===== config.mk =====
export PLATFORM = sky130hd
export DESIGN_NAME = spi_slave_rx_fifo
export DESIGN_NICKNAME = d
export VERILOG_FILES = /design/src/rtl/spi_pkg.sv /design/src/rtl/spi_rx_fifo.sv /design/src/rtl/spi_slave_rx_fifo.sv
export SDC_FILE = /design/constraint.sdc
export NUM_CORES = 1
export LEC_CHECK = 0
export ABC_AREA = 0
export ABC_CLOCK_PERIOD_IN_PS = 4000
export CAP_MARGIN = 15
export CELL_PAD_IN_SITES_DETAIL_PLACEMENT = 2
export CELL_PAD_IN_SITES_GLOBAL_PLACEMENT = 2
export CORE_MARGIN = 1.5
export CORE_UTILIZATION = 42
export CTS_BUF_LIST = sky130_fd_sc_hd__clkbuf_4 sky130_fd_sc_hd__clkbuf_8
export CTS_CLUSTER_DIAMETER = 30
export DETAILED_ROUTE_END_ITERATION = 7
export DONT_BUFFER_PORTS = 1
export PLACE_DENSITY = 0.66
export SYNTH_ARGS = -nofsm -noshare
export SYNTH_HDL_FRONTEND = slang
export SYNTH_SLANG_ARGS = --single-unit

===== constraint.sdc =====
create_clock -name clk -period 4 [get_ports clk]
set_input_delay 0.8 -clock clk [delete_from_list [all_inputs] [get_ports clk]]
set_output_delay 0.8 -clock clk [all_outputs]
set_load 0.01 [all_outputs]

===== src/rtl/spi_pkg.sv =====
`default_nettype none
// +-----------------------------------------------------------------------+
// | Module      : spi_pkg                                                 |
// | Description : Shared SPI constants: mode encodings {CPOL,CPHA}, the   |
// |               default word width / FIFO depth, and a helper that      |
// |               selects the sampling edge for a given mode.             |
// | Revision    : 1.0 - initial release                                   |
// +-----------------------------------------------------------------------+
package spi_pkg;

  // Mode encodings as {CPOL, CPHA}
  localparam logic [1:0] MODE0 = 2'b00;
  localparam logic [1:0] MODE1 = 2'b01;
  localparam logic [1:0] MODE2 = 2'b10;
  localparam logic [1:0] MODE3 = 2'b11;

  localparam int DEF_WIDTH = 8;
  localparam int DEF_DEPTH = 16;

  // Modes 0 and 3 capture on the rising SCK edge, modes 1 and 2 on the falling edge.
  function automatic logic sample_on_rise(input logic [1:0] mode);
    return ~(mode[1] ^ mode[0]);
  endfunction

endpackage
`default_nettype wire


===== src/rtl/spi_rx_fifo.sv =====
`default_nettype none
// +-----------------------------------------------------------------------+
// | Module      : spi_rx_fifo                                             |
// | Description : Show-ahead synchronous FIFO with full/empty/count.      |
// |               Push is refused only when full and not popping in the   |
// |               same cycle; head reads back 0 while empty.              |
// | Revision    : 1.0 - initial release                                   |
// +-----------------------------------------------------------------------+
module spi_rx_fifo #(
  parameter int DW    = 8,
  parameter int DEPTH = 16
) (
  input  logic                     clk,
  input  logic                     rst_n,
  input  logic                     push,
  input  logic [DW-1:0]            push_data,
  input  logic                     pop,
  output logic [DW-1:0]            head_data,
  output logic                     full,
  output logic                     empty,
  output logic [$clog2(DEPTH):0]   count
);

  localparam int            AW       = $clog2(DEPTH);
  localparam logic [AW:0]   FULL_CNT = (AW+1)'(DEPTH);

  logic [DW-1:0] r_mem [DEPTH];
  logic [AW-1:0] r_wr_ptr;
  logic [AW-1:0] r_rd_ptr;
  logic [AW:0]   r_count;
  logic          w_pop;
  logic          w_push;

  assign full   = (r_count == FULL_CNT);
  assign empty  = (r_count == '0);
  assign count  = r_count;

  // A pop frees the slot a same-cycle push needs, so a full FIFO can still accept.
  assign w_pop  = pop & ~empty;
  assign w_push = push & (~full | w_pop);

  assign head_data = empty ? '0 : r_mem[r_rd_ptr];

  // Storage array; written at the tail, no reset needed since head is gated when empty.
  always_ff @(posedge clk) begin
    if (w_push) begin
      r_mem[r_wr_ptr] <= push_data;
    end
  end

  // Pointers wrap naturally at DEPTH (power of two); count tracks occupancy.
  always_ff @(posedge clk or negedge rst_n) begin
    if (!rst_n) begin
      r_wr_ptr <= '0;
      r_rd_ptr <= '0;
      r_count  <= '0;
    end else begin
      if (w_push) begin
        r_wr_ptr <= r_wr_ptr + 1'b1;
      end
      if (w_pop) begin
        r_rd_ptr <= r_rd_ptr + 1'b1;
      end
      case ({w_push, w_pop})
        2'b10:   r_count <= r_count + 1'b1;
        2'b01:   r_count <= r_count - 1'b1;
        default: r_count <= r_count;
      endcase
    end
  end

endmodule
`default_nettype wire


===== src/rtl/spi_slave_rx_fifo.sv =====
`default_nettype none
// +-----------------------------------------------------------------------+
// | Module      : spi_slave_rx_fifo                                       |
// | Description : Receive-only SPI slave. SCK/SSEL/MOSI are synchronised  |
// |               to clk, words are shifted MSB first and pushed into a   |
// |               show-ahead FIFO. Sticky OVERFLOW on dropped words,      |
// |               one-cycle FRAME_ERR on a truncated word.                |
// |               Optional: define SPI_RX_FRAME_TAG_EN to store a         |
// |               start-of-frame tag per entry, presented on SOF.         |
// | Revision    : 1.0 - initial release                                   |
// +-----------------------------------------------------------------------+
module spi_slave_rx_fifo
  import spi_pkg::*;
#(
  parameter int WIDTH = DEF_WIDTH,
  parameter int DEPTH = DEF_DEPTH,
  parameter int CPOL  = 0,
  parameter int CPHA  = 0
) (
  input  logic                     clk,
  input  logic                     reset,
  input  logic                     SCK,
  input  logic                     SSEL,
  input  logic                     MOSI,
  input  logic                     rd_en,
  output logic [WIDTH-1:0]         DATA,
  output logic                     VALID,
  output logic [$clog2(DEPTH):0]   COUNT,
  output logic                     OVERFLOW,
  input  logic                     ovf_clr,
  output logic                     FRAME_ERR,
  output logic                     SOF
);

  localparam int   CW          = $clog2(WIDTH);
  localparam logic SCK_IDLE    = (CPOL != 0);
  localparam logic SAMPLE_RISE = sample_on_rise({(CPOL != 0), (CPHA != 0)});
`ifdef SPI_RX_FRAME_TAG_EN
  localparam int   FW          = WIDTH + 1;
`else
  localparam int   FW          = WIDTH;
`endif

  logic [2:0]       r_sck_sync;
  logic [2:0]       r_ssel_sync;
  logic [1:0]       r_mosi_sync;
  logic [1:0]       r_flush;
  logic             r_armed;
  logic [CW-1:0]    r_bit_cnt;
  logic [WIDTH-2:0] r_shift;
  logic             r_frame_err;
  logic             r_ovf;

  logic             w_sck_rise;
  logic             w_sck_fall;
  logic             w_ssel_assert;
  logic             w_ssel_deassert;
  logic             w_ssel_idle;
  logic             w_ready;
  logic             w_sample;
  logic             w_last;
  logic             w_push;
  logic             w_drop;
  logic [FW-1:0]    w_push_data;
  logic [FW-1:0]    w_head;
  logic             w_full;
  logic             w_empty;

  // Synchronisers: shift the asynchronous pins in, oldest stage at the top bit.
  always_ff @(posedge clk or negedge reset) begin
    if (!reset) begin
      r_sck_sync  <= {3{SCK_IDLE}};
      r_ssel_sync <= 3'b111;
      r_mosi_sync <= 2'b00;
    end else begin
      r_sck_sync  <= {r_sck_sync[1:0], SCK};
      r_ssel_sync <= {r_ssel_sync[1:0], SSEL};
      r_mosi_sync <= {r_mosi_sync[0], MOSI};
    end
  end

  assign w_sck_rise      =  r_sck_sync[1]  & ~r_sck_sync[2];
  assign w_sck_fall      = ~r_sck_sync[1]  &  r_sck_sync[2];
  assign w_ssel_assert   = ~r_ssel_sync[1] &  r_ssel_sync[2];
  assign w_ssel_deassert =  r_ssel_sync[1] & ~r_ssel_sync[2];
  assign w_ssel_idle     =  r_ssel_sync[1];

  // Hold off edge detection until the synchronisers carry real pin values, so the
  // reset value of SSEL cannot look like an assertion edge after reset release.
  always_ff @(posedge clk or negedge reset) begin
    if (!reset) begin
      r_flush <= 2'd0;
    end else if (!w_ready) begin
      r_flush <= r_flush + 1'b1;
    end
  end

  assign w_ready  = &r_flush;
  assign w_sample = (SAMPLE_RISE ? w_sck_rise : w_sck_fall) & r_armed & ~w_ssel_idle;
  assign w_last   = (r_bit_cnt == CW'(WIDTH - 1));
  assign w_push   = w_sample & w_last;

  // Framer: arm on a genuine SSEL assertion edge, count/shift sample edges,
  // flag a truncated word when SSEL leaves with bits pending.
  always_ff @(posedge clk or negedge reset) begin
    if (!reset) begin
      r_armed     <= 1'b0;
      r_bit_cnt   <= '0;
      r_shift     <= '0;
      r_frame_err <= 1'b0;
    end else begin
      r_frame_err <= 1'b0;
      if (!w_ready) begin
        r_armed   <= 1'b0;
        r_bit_cnt <= '0;
      end else if (w_ssel_idle) begin
        r_armed     <= 1'b0;
        r_bit_cnt   <= '0;
        r_frame_err <= w_ssel_deassert & (r_bit_cnt != '0);
      end else begin
        if (w_ssel_assert) begin
          r_armed <= 1'b1;
        end
        if (w_sample) begin
          r_shift   <= {r_shift[WIDTH-3:0], r_mosi_sync[1]};
          r_bit_cnt <= w_last ? '0 : r_bit_cnt + 1'b1;
        end
      end
    end
  end

`ifdef SPI_RX_FRAME_TAG_EN
  logic r_first;

  // Start-of-frame tag: set by each SSEL assertion, consumed by the first completed word.
  always_ff @(posedge clk or negedge reset) begin
    if (!reset) begin
      r_first <= 1'b0;
    end else if (w_ready && w_ssel_assert) begin
      r_first <= 1'b1;
    end else if (w_push) begin
      r_first <= 1'b0;
    end
  end

  assign w_push_data = {r_first, r_shift, r_mosi_sync[1]};
  assign SOF         = w_head[WIDTH];
`else
  assign w_push_data = {r_shift, r_mosi_sync[1]};
  assign SOF         = 1'b0;
`endif

  spi_rx_fifo #(
    .DW    (FW),
    .DEPTH (DEPTH)
  ) u_fifo (
    .clk       (clk),
    .rst_n     (reset),
    .push      (w_push),
    .push_data (w_push_data),
    .pop       (rd_en),
    .head_data (w_head),
    .full      (w_full),
    .empty     (w_empty),
    .count     (COUNT)
  );

  // A word is lost only when full and no pop makes room in the same cycle.
  assign w_drop = w_push & w_full & ~(rd_en & ~w_empty);

  // Sticky overflow flag; a new drop wins over a simultaneous clear.
  always_ff @(posedge clk or negedge reset) begin
    if (!reset) begin
      r_ovf <= 1'b0;
    end else if (w_drop) begin
      r_ovf <= 1'b1;
    end else if (ovf_clr) begin
      r_ovf <= 1'b0;
    end
  end

  assign DATA      = w_head[WIDTH-1:0];
  assign VALID     = ~w_empty;
  assign OVERFLOW  = r_ovf;
  assign FRAME_ERR = r_frame_err;

endmodule
`default_nettype wire


### Word-level counts from Yosys, hierarchy flattened

Memories as Yosys holds them, arrays and structs flattened.
Index checks and enable logic that the tools add are counted.

* $add $sub $neg: 6
* reduce and logical (&&, ||, !) cells: 6
* bitwise logic cells: 18
* eq/ne operators: 6
* divide/modulo/power cells: 0
* muxes and demuxes: 15
* shifts and indexed selects: 0
* multiply operators: 0
* $lt $le $gt $ge: 0

Operator list (number)
* $mux 3: 4
* $and 1x1->1: 11
* $pmux 5 s2: 1
* $mux 1: 9
* $add 4x1->4 const B: 2
* $mux 8: 1
* $not 1->1: 6
* $add 5x1->5 const B: 1
* $eq 5x5->1 const B: 1
* $logic_not 5->1: 1
* $sub 5x1->5 const B: 1
* $reduce_and 4->1: 1
* $reduce_bool 2->1: 2
* $add 3x1->3 const B: 1
* $eq 3x3->1 const B: 1
* $ne 3x2->1 const B: 1
* $ne 3x3->1 const B: 1
* $reduce_bool 3->1: 1
* $add 2x1->2 const B: 1
* $eq 2x1->1 const B: 1
* $eq 2x2->1 const B: 1
* $reduce_and 2->1: 1
* $or 1x1->1: 1

* ROM bits: 0
* word-level logic and storage cells: 64
* latch bits: 0
* memories: 1
* output and inout port bits: 17
* flip-flop bits (word level): 36
* RAM bits: 128
* input port bits: 7

Memory list
* u_fifo.r_mem: words 16, bits a word 8, read ports 1, clocked after Yosys merged registers in 0, wr ports 1, line spi_rx_fifo.sv:27 `logic [DW-1:0] r_mem [DEPTH];`

### Longest topological paths before layout

Gate-level depths: netlist of the first run.

* word-level depth: 8
* depth in mapped cells: 12
* depth with buffers taken out: 10

### Hierarchy

Synthesis of the first run repeated with hierarchy kept, for this count alone.

* cell total of the unflattened synthesis: 361
* area total of the unflattened synthesis: 6785.3 sq um

By module, submodules not included
* spi_rx_fifo: area an instance 5878.1 sq um, seq. area each 4169.0 sq um, instances 1, cells each 302
* spi_slave_rx_fifo: area an instance 907.1 sq um, seq. area each 579.3 sq um, instances 1, cells each 59

### Worst setup path before layout of the first run

Ideal clock, no wire load.

* path type: register to register
* start: register u_fifo.r_count[2], in the netlist u_fifo.count[2]
* end: register u_fifo.r_count[4], in the netlist u_fifo.count[4]
* stages on the path, launching flop included: 13
* arrival: 2.745 ns
* setup slack: 1.128 ns
* required time: 3.874 ns
* clock period less this slack: 2.872 ns
* library setup time: 0.126 ns
* path through: dfrtp_1 buf_6 or4_4 o311ai_4 buf_6 ha_1 clkbuf_1 xor2_1 ha_1 and3b_1 o21ai_0 a21oi_1 xnor2_1

* longest elaborated chain between the ends: 7
* elaborated cells on any way between the ends: 13
* classes of those cells: add/sub (2); eq/ne (3); mux (1); bitwise (5); reduce/logical (2)

RTL lines
* from (decl): line spi_rx_fifo.sv:30 `logic [AW:0] r_count;`
* from (signal assigned): line spi_rx_fifo.sv:65 `2'b10: r_count <= r_count + 1'b1;`
* from (signal assigned): line spi_rx_fifo.sv:66 `2'b01: r_count <= r_count - 1'b1;`
* from (signal assigned): line spi_rx_fifo.sv:67 `default: r_count <= r_count;`
* $logic_not 5->1: line spi_rx_fifo.sv:35 `assign empty = (r_count == '0);`
* $not 1->1: line spi_rx_fifo.sv:39 `assign w_pop = pop & ~empty;`
* $and 1x1->1: line spi_rx_fifo.sv:39
* $or 1x1->1: line spi_rx_fifo.sv:40 `assign w_push = push & (~full | w_pop);`
* $and 1x1->1: line spi_rx_fifo.sv:40
* $eq 2x1->1 or $eq 2x2->1 (tied branches): line spi_rx_fifo.sv:64 `case ({w_push, w_pop})`
* $pmux 5 s2 or $reduce_bool 2->1 (tied branches)

Parallel ways exist; a longest one is shown, timed or not.
A chain may end at the register's enable or synchronous reset.

### Worst setup path in the final report of the first run

* start: register u_fifo.r_rd_ptr[1]
* end: output port DATA[2]

* longest elaborated chain between the ends: 2

RTL lines
* from (decl): line spi_rx_fifo.sv:29 `logic [AW-1:0] r_rd_ptr;`
* from (signal assigned): line spi_rx_fifo.sv:62 `r_rd_ptr <= r_rd_ptr + 1'b1;`
* $mem_v2 16x8
* $mux 8: line spi_rx_fifo.sv:42 `assign head_data = empty ? '0 : r_mem[r_rd_ptr];`
* to (decl): line spi_slave_rx_fifo.sv:26 `output logic [WIDTH-1:0] DATA,`

Every way passes these cells.

==> results.sh, run 1 <==
export IMPL_status="finished, final reports clean"
export IMPL_cp_endpoint="DATA[2]"
export IMPL_rows=45
export IMPL_max_slew_worst_pin_slew_ns=0.978
export IMPL_p_leak_nw=2.53
export IMPL_num_io_pins=24
export IMPL_cts_tree="done"
export IMPL_routedWlPerCell_um=24.7
export IMPL_rrSetupSlack_ns=0.93
export IMPL_io_buffers=0
export IMPL_start_util_pct=43.3
export IMPL_end_kind="output pin"
export IMPL_wl_um=14500
export IMPL_vias=3153
export IMPL_ctsResizeCount=0
export IMPL_finalHoldViolCount=0
export IMPL_synthDistinctLibCells=39
export IMPL_grt_usage_pct=19.2
export IMPL_grt_pass1_wl_um=22300
export IMPL_synth_nets=368
export IMPL_die_w_um=129
export IMPL_antenna_found_initial=0
export IMPL_dp_hpwl_um=9610
export IMPL_first_global_vias=3554
export IMPL_synth_seq_cells=164
export IMPL_finalCritPeriodShare_pct=86.8
export IMPL_die_area_mm2=0.0165
export IMPL_antenna_cells=0
export IMPL_cp_required_ns=3.20
export IMPL_max_slew_margin_pct=34.8
export IMPL_cp_max_fo=23
export IMPL_fmax_ghz=0.288
export IMPL_drtPass1Iterations=4
export IMPL_route_antenna_remaining_nets=0
export IMPL_ff2ff_path_depth=10
export IMPL_syn_inst=349
export IMPL_skew_ns=0.0114
export IMPL_stdcell_count=586
export IMPL_hold_worst_slack_ns=0.163
export IMPL_rr_endpoint="u_fifo.count[4]"
export IMPL_placed_area_mm2=0.00689
export IMPL_cts_sinks=164
export IMPL_finalSetupTns_ns=0
export IMPL_htree_levels=4
export IMPL_grt_max_degree=34
export IMPL_drt_initial_drc_count=193
export IMPL_die_h_um=129
export IMPL_clk_pin_slew_ns=0.09
export IMPL_ir_drop_mv=0.308
export IMPL_grt_setup_unrepaired="no"
export IMPL_stdcell_area_mm2=0.00730
export IMPL_final_nets=381
export IMPL_powerDensity_mw_per_mm2=589
export IMPL_hp_class="in -> async"
export IMPL_cp_start_kind="flop"
export IMPL_dp_cells=553
export IMPL_timing_rr_start="u_fifo.count[2]"
export IMPL_yosysWarnings=0
export IMPL_place_gp_congestion=0.723
export IMPL_avgSynthCellArea_um2=19.0
export IMPL_numCtsBuffers=17
export IMPL_post_route_min_period_ns=3.47
export IMPL_slew_viol_final=0
export IMPL_syn_area_mm2=0.00663
export IMPL_vias_per_cell=5.38
export IMPL_critPathLaunch="u_fifo.r_rd_ptr[1]"
export IMPL_ys_seq_area_share_pct=71.7
export IMPL_grt_overflow=0
export IMPL_core_mm2=0.0153
export IMPL_drive_gt1_share_pct=25.9
export IMPL_worst_skew_pair_late_latency_ns=0.46
export IMPL_setup_viol=0
export IMPL_cts_root_buf="clkbuf_8"
export IMPL_fin_util_pct=47.7
export IMPL_ctsLongestPathBuffers=2
export IMPL_max_cap_viol_count=0
export IMPL_postCtsSetupBuffers=0
export IMPL_drc=0
export IMPL_area_growth_pct=10.2
export IMPL_worstSetupPathType="reg -> out"
export IMPL_arrival_ns=2.67
==> synthesized netlist by cell type <==
cell type  number  share of area [%]
buf_6           2               0.34
o31ai_1         1               0.11
o22ai_1         8               0.76
buf_2           6               0.45
a32oi_1         1               0.13
nor4_1          6               0.57
nor3_2          3               0.45
xor2_1          6               0.79
inv_1           9               0.51
mux2i_1        16                2.4
a22oi_1         2               0.23
edfxtp_1      128                 58
dfstp_2         3                1.2
nor3_1          4               0.30
o41ai_1         1               0.13
dfrtp_1        33                 12
clkbuf_1        6               0.34
nor2b_1         5               0.47
buf_1           3               0.17
and2_1         12                1.1
buf_4           1               0.11
nor2_1          4               0.23
conb_1          1              0.057
mux2_2         11                1.9
nand4_1         1              0.094
nand2_1         6               0.34
nand2b_1        2               0.19
nor3b_1         2               0.23
nor4bb_1        1               0.15
and3b_1         2               0.26
o311ai_4        1               0.40
xnor2_1         8                1.1
nor2_2          1              0.094
ha_1           12                2.3
o21ai_0         2               0.15
or4_4           1               0.17
a21oi_1         5               0.38
mux4_2         32                 11
a21boi_1        1               0.11
==> placed cells by master (no fill, tap or decap), types with 4 or more instances in the layout <==
| master | instances |
|---|---|
| xor2_1 | 6 |
| inv_1 | 9 |
| clkbuf_8 | 17 |
| nand2_1 | 6 |
| nor3_1 | 4 |
| clkinvlp_4 | 4 |
| mux2_2 | 11 |
| mux2i_1 | 16 |
| edfxtp_1 | 128 |
| ha_1 | 12 |
| nor4_1 | 6 |
| dfrtp_1 | 32 |
| nor2_1 | 4 |
| buf_4 | 11 |
| o22ai_1 | 8 |
| mux4_2 | 32 |
| clkinv_4 | 4 |
| xnor2_1 | 8 |
| and2_1 | 12 |
| nor2b_1 | 5 |
| a21oi_1 | 5 |
==> power breakdown <==
part / internal [mW] / switching [mW]
clock network: 0.568 / 0.635
logic: 0.458 / 0.429
registers: 1.94 / 0.270
==> how the worst min path moves through the flow <==
stage	start	end	cells past startpoint
2_1_floorplan	r_mosi_sync[0]	r_mosi_sync[1]	0
3_3_place_gp	r_mosi_sync[0]	r_mosi_sync[1]	0
3_5_place_dp	r_mosi_sync[0]	r_mosi_sync[1]	0
4_1_cts	reset	r_ssel_sync[2]	0
5_1_grt	reset	r_ssel_sync[2]	0
6_report	reset	r_mosi_sync[1]	1
==> cells by family after synthesis <==
logic type               Yosys count  share of synthesized area, %
XOR/XNOR                          14                          1.85
multiplexers                      59                          15.2
AND/OR/NAND/NOR                   50                          4.68
adder cells (fa/ha/maj)           12                          2.27
buffers and inverters             27                          1.93
flip-flops                       164                          71.7
other                              1                        0.0566
AO/OA/AOI/OAI                     22                          2.40
==> layer usage <==
layer  track usage (%)  wire, µm  share of wire [%]
met4              6.74       181                1.2
met1              25.1      6540                 45
met5                 0         0                  0
met3              4.07       509                3.5
met2              32.0      7250                 50
==> stage by stage <==
step           power, mW  setup WS (ns)
2_1_floorplan       2.86           1.13
4_1_cts             4.36          0.420
3_3_place_gp        3.11           1.00
3_5_place_dp        3.14          0.925
6_report            4.30          0.526
5_1_grt             4.50          0.306
==> cell type report <==
| type | count | area (µm²) |
|---|---|---|
| inverters | 9 | 33.8 |
| fillers | 1406 | 8010 |
| well taps | 211 | 264 |
| clock inverters | 14 | 155 |
| flip-flops and latches | 164 | 4750 |
| multi-input cells | 158 | 1760 |
| clock buffers | 18 | 241 |
| repair buffers | 12 | 103 |
==> sequential cells by signal, indices dropped and copies added, names as in the netlist <==
signal	count
FRAME_ERR	1
r_bit_cnt	3
r_flush	2
r_mosi_sync	2
OVERFLOW	1
r_shift	7
u_fifo.r_mem	128
u_fifo.r_rd_ptr	4
r_armed	1
r_sck_sync	3
u_fifo.r_wr_ptr	4
r_ssel_sync	3
u_fifo.count	5
==> critical path, stage by stage, from the launching register on <==
cell     delay, ns
dfrtp_2       0.91
buf_4         0.32
mux4_2        0.52
mux2i_1       0.23
o22ai_1       0.23
==> what timing repair did <==
item / CTS / global route
endpoints found under the setup margin: 0 / 0
hold buffers: 1 / 0
endpoints found under the hold margin: 33 / 0
No activity file was read; power rests on OpenSTA's default activity.
==> inputs of run 2 (changes only) <==
--- a/config.mk
+++ b/config.mk
@@ -10,7 +10,7 @@
 export CAP_MARGIN = 15
 export CELL_PAD_IN_SITES_DETAIL_PLACEMENT = 2
 export CELL_PAD_IN_SITES_GLOBAL_PLACEMENT = 2
-export CORE_MARGIN = 1.5
+export CORE_MARGIN = 5
 export CORE_UTILIZATION = 42
 export CTS_BUF_LIST = sky130_fd_sc_hd__clkbuf_4 sky130_fd_sc_hd__clkbuf_8
 export CTS_CLUSTER_DIAMETER = 30
==> run 2 against run 1 <==
  * Sequential power decreased by 3%
  * Final cell count grew 1.0%
  * Wire length rose by 2.1%
  * Register-to-register slack gained 0.03 ns
  * Critical endpoint is now DATA[3]
  * Highest routed layer unchanged
==> results.sh, run 2 (synthesis results as in run 1) <==
export IMPL_cts_tree="done"
export IMPL_hp_class="in -> async"
export IMPL_max_slew_margin_pct=39.0
export IMPL_htree_levels=4
export IMPL_crit_buf_inv=1
export IMPL_wl_um=14800
export IMPL_ctsResizeCount=0
export IMPL_ir_drop_mv=0.278
export IMPL_cp_num_cells=4
export IMPL_worst_skew_pair_late_latency_ns=0.46
export IMPL_ff2ff_path_depth=10
export IMPL_arrival_ns=2.49
export IMPL_drtPass1Iterations=4
export IMPL_final_common_cell="edfxtp_1"
export IMPL_largest_reg_flops=128
export IMPL_clk_pin_slew_ns=0.08
export IMPL_slew_viol_final=0
export IMPL_end_kind="output pin"
export IMPL_first_global_vias=3679
export IMPL_powerDensity_mw_per_mm2=577
export IMPL_post_route_min_period_ns=3.29
export IMPL_numCtsBuffers=17
export IMPL_max_slew_worst_pin_slew_ns=0.912
export IMPL_finalCritPeriodShare_pct=82.3
export IMPL_skew_ns=0.00874
export IMPL_worstSetupPathType="reg -> out"
export IMPL_num_io_pins=24
export IMPL_fmax_ghz=0.304
export IMPL_antenna_cells=0
export IMPL_cts_root_buf="clkbuf_8"
export IMPL_max_stage_delay_ns=0.74
export IMPL_grt_pass1_wl_um=23100
export IMPL_antenna_found_initial=0
export IMPL_cp_max_fo=18
export IMPL_vias_per_cell=5.39
export IMPL_die_area_mm2=0.0184
export IMPL_path_cells="buf_4 -> mux4_2 -> mux2i_1 -> o22ai_1"
export IMPL_cp_slowest_cell="dfrtp_2"
export IMPL_die_w_um=136
export IMPL_drc=0
export IMPL_place_gp_congestion=0.738
export IMPL_cp_top_family="flip-flops"
export IMPL_status="finished, final reports clean"
export IMPL_max_cap_viol_count=0
export IMPL_start_util_pct=42.3
export IMPL_dp_hpwl_um=9520
export IMPL_grt_overflow=0
export IMPL_cp_required_ns=3.20
export IMPL_die_h_um=136
export IMPL_vias=3193
export IMPL_area_growth_pct=10.1
export IMPL_final_nets=382
export IMPL_hold_worst_slack_ns=0.0339
export IMPL_drt_initial_drc_count=232
export IMPL_routedWlPerCell_um=25.0
export IMPL_rows=46
export IMPL_finalHoldViolCount=0
export IMPL_core_mm2=0.0157
export IMPL_grt_usage_pct=17.5
export IMPL_final_cell_mix="edfxtp_1 (128), dfrtp_1 (32), mux4_2 (32)"
export IMPL_route_antenna_remaining_nets=0
export IMPL_cts_sinks=164
export IMPL_top_register="u_fifo.r_mem"
export IMPL_grt_setup_unrepaired="no"
export IMPL_cp_start_kind="flop"
export IMPL_grt_max_degree=23
export IMPL_setup_viol=0
export IMPL_ctsLongestPathBuffers=2
export IMPL_finalSetupTns_ns=0
export IMPL_p_leak_nw=2.53
export IMPL_drive_gt1_share_pct=25.8
export IMPL_io_buffers=0
-- run 2: final cells by class --
class                   instances  area, µm²
repair buffers                 13        103
clock inverters                11       85.1
well taps                     216        270
clock buffers                  21        277
fillers                      1437       8360
multi-input cells             158       1780
flip-flops and latches        164       4750
inverters                       9       33.8
-- run 2: path summary, 6_finish.rpt --
path | startpoint | endpoint | slack, ns
max in group asynchronous | reset | u_fifo.r_rd_ptr[1] | 2.47
min in group clk | SSEL | r_ssel_sync[0] | 0.33
worst max register to register | u_fifo.count[2] | u_fifo.count[4] | 0.96
worst max-delay path | u_fifo.r_rd_ptr[1] | DATA[3] | 0.71
worst min register to register | r_mosi_sync[0] | r_mosi_sync[1] | 0.36
worst min-delay path | reset | r_bit_cnt[1] | 0.03
-- run 2: per-stage QoR --
step                      setup slack (ns)  instances  utilization (%)  total power [mW]  instance area (µm²)
after floorplan                       1.13        349                -              2.86                 6630
after global placement                1.04        558             44.1              3.11                 6910
after detailed placement             0.932        558             44.1              3.15                 6910
after CTS                            0.609        591             46.5              4.27                 7280
after global routing                 0.499        592             46.6              4.43                 7290
final                                0.707        592             46.6              4.21                 7290
-- run 2: power breakdown --
part	switching [mW]	leakage (nW)	total (mW)	internal [mW]
sequential	0.197	1.63	2.14	1.94
combinational	0.505	0.713	0.956	0.451
clock	0.588	0.185	1.12	0.528
total	1.29	2.53	4.21	2.92
-- run 2: timing repair --
item                                   in CTS  in global routing
buffers inserted                            0                  0
endpoints found under the hold margin      15                 15
hold buffers                                1                  1
-- run 2: metal layers --
layer | vias up | global-route usage [%] | share of wire, %
met3 | 16 | 4.46 | 4.1
met1 | 1722 | 22.2 | 43
met4 | 0 | 5.71 | 1.4
li1 | 1393 | - | -
met2 | 62 | 29.7 | 52
met5 | - | 0 | 0
-- run 2: worst register-to-register path: cells and delay by family (launching register included) --
family                   cells  cell delay (ns)
AND/OR/NAND/NOR              2             0.78
flip-flops                   1             0.52
AO/OA/AOI/OAI                3             0.50
buffers and inverters        1             0.28
adder cells (fa/ha/maj)      2             0.57
XOR/XNOR                     2             0.32
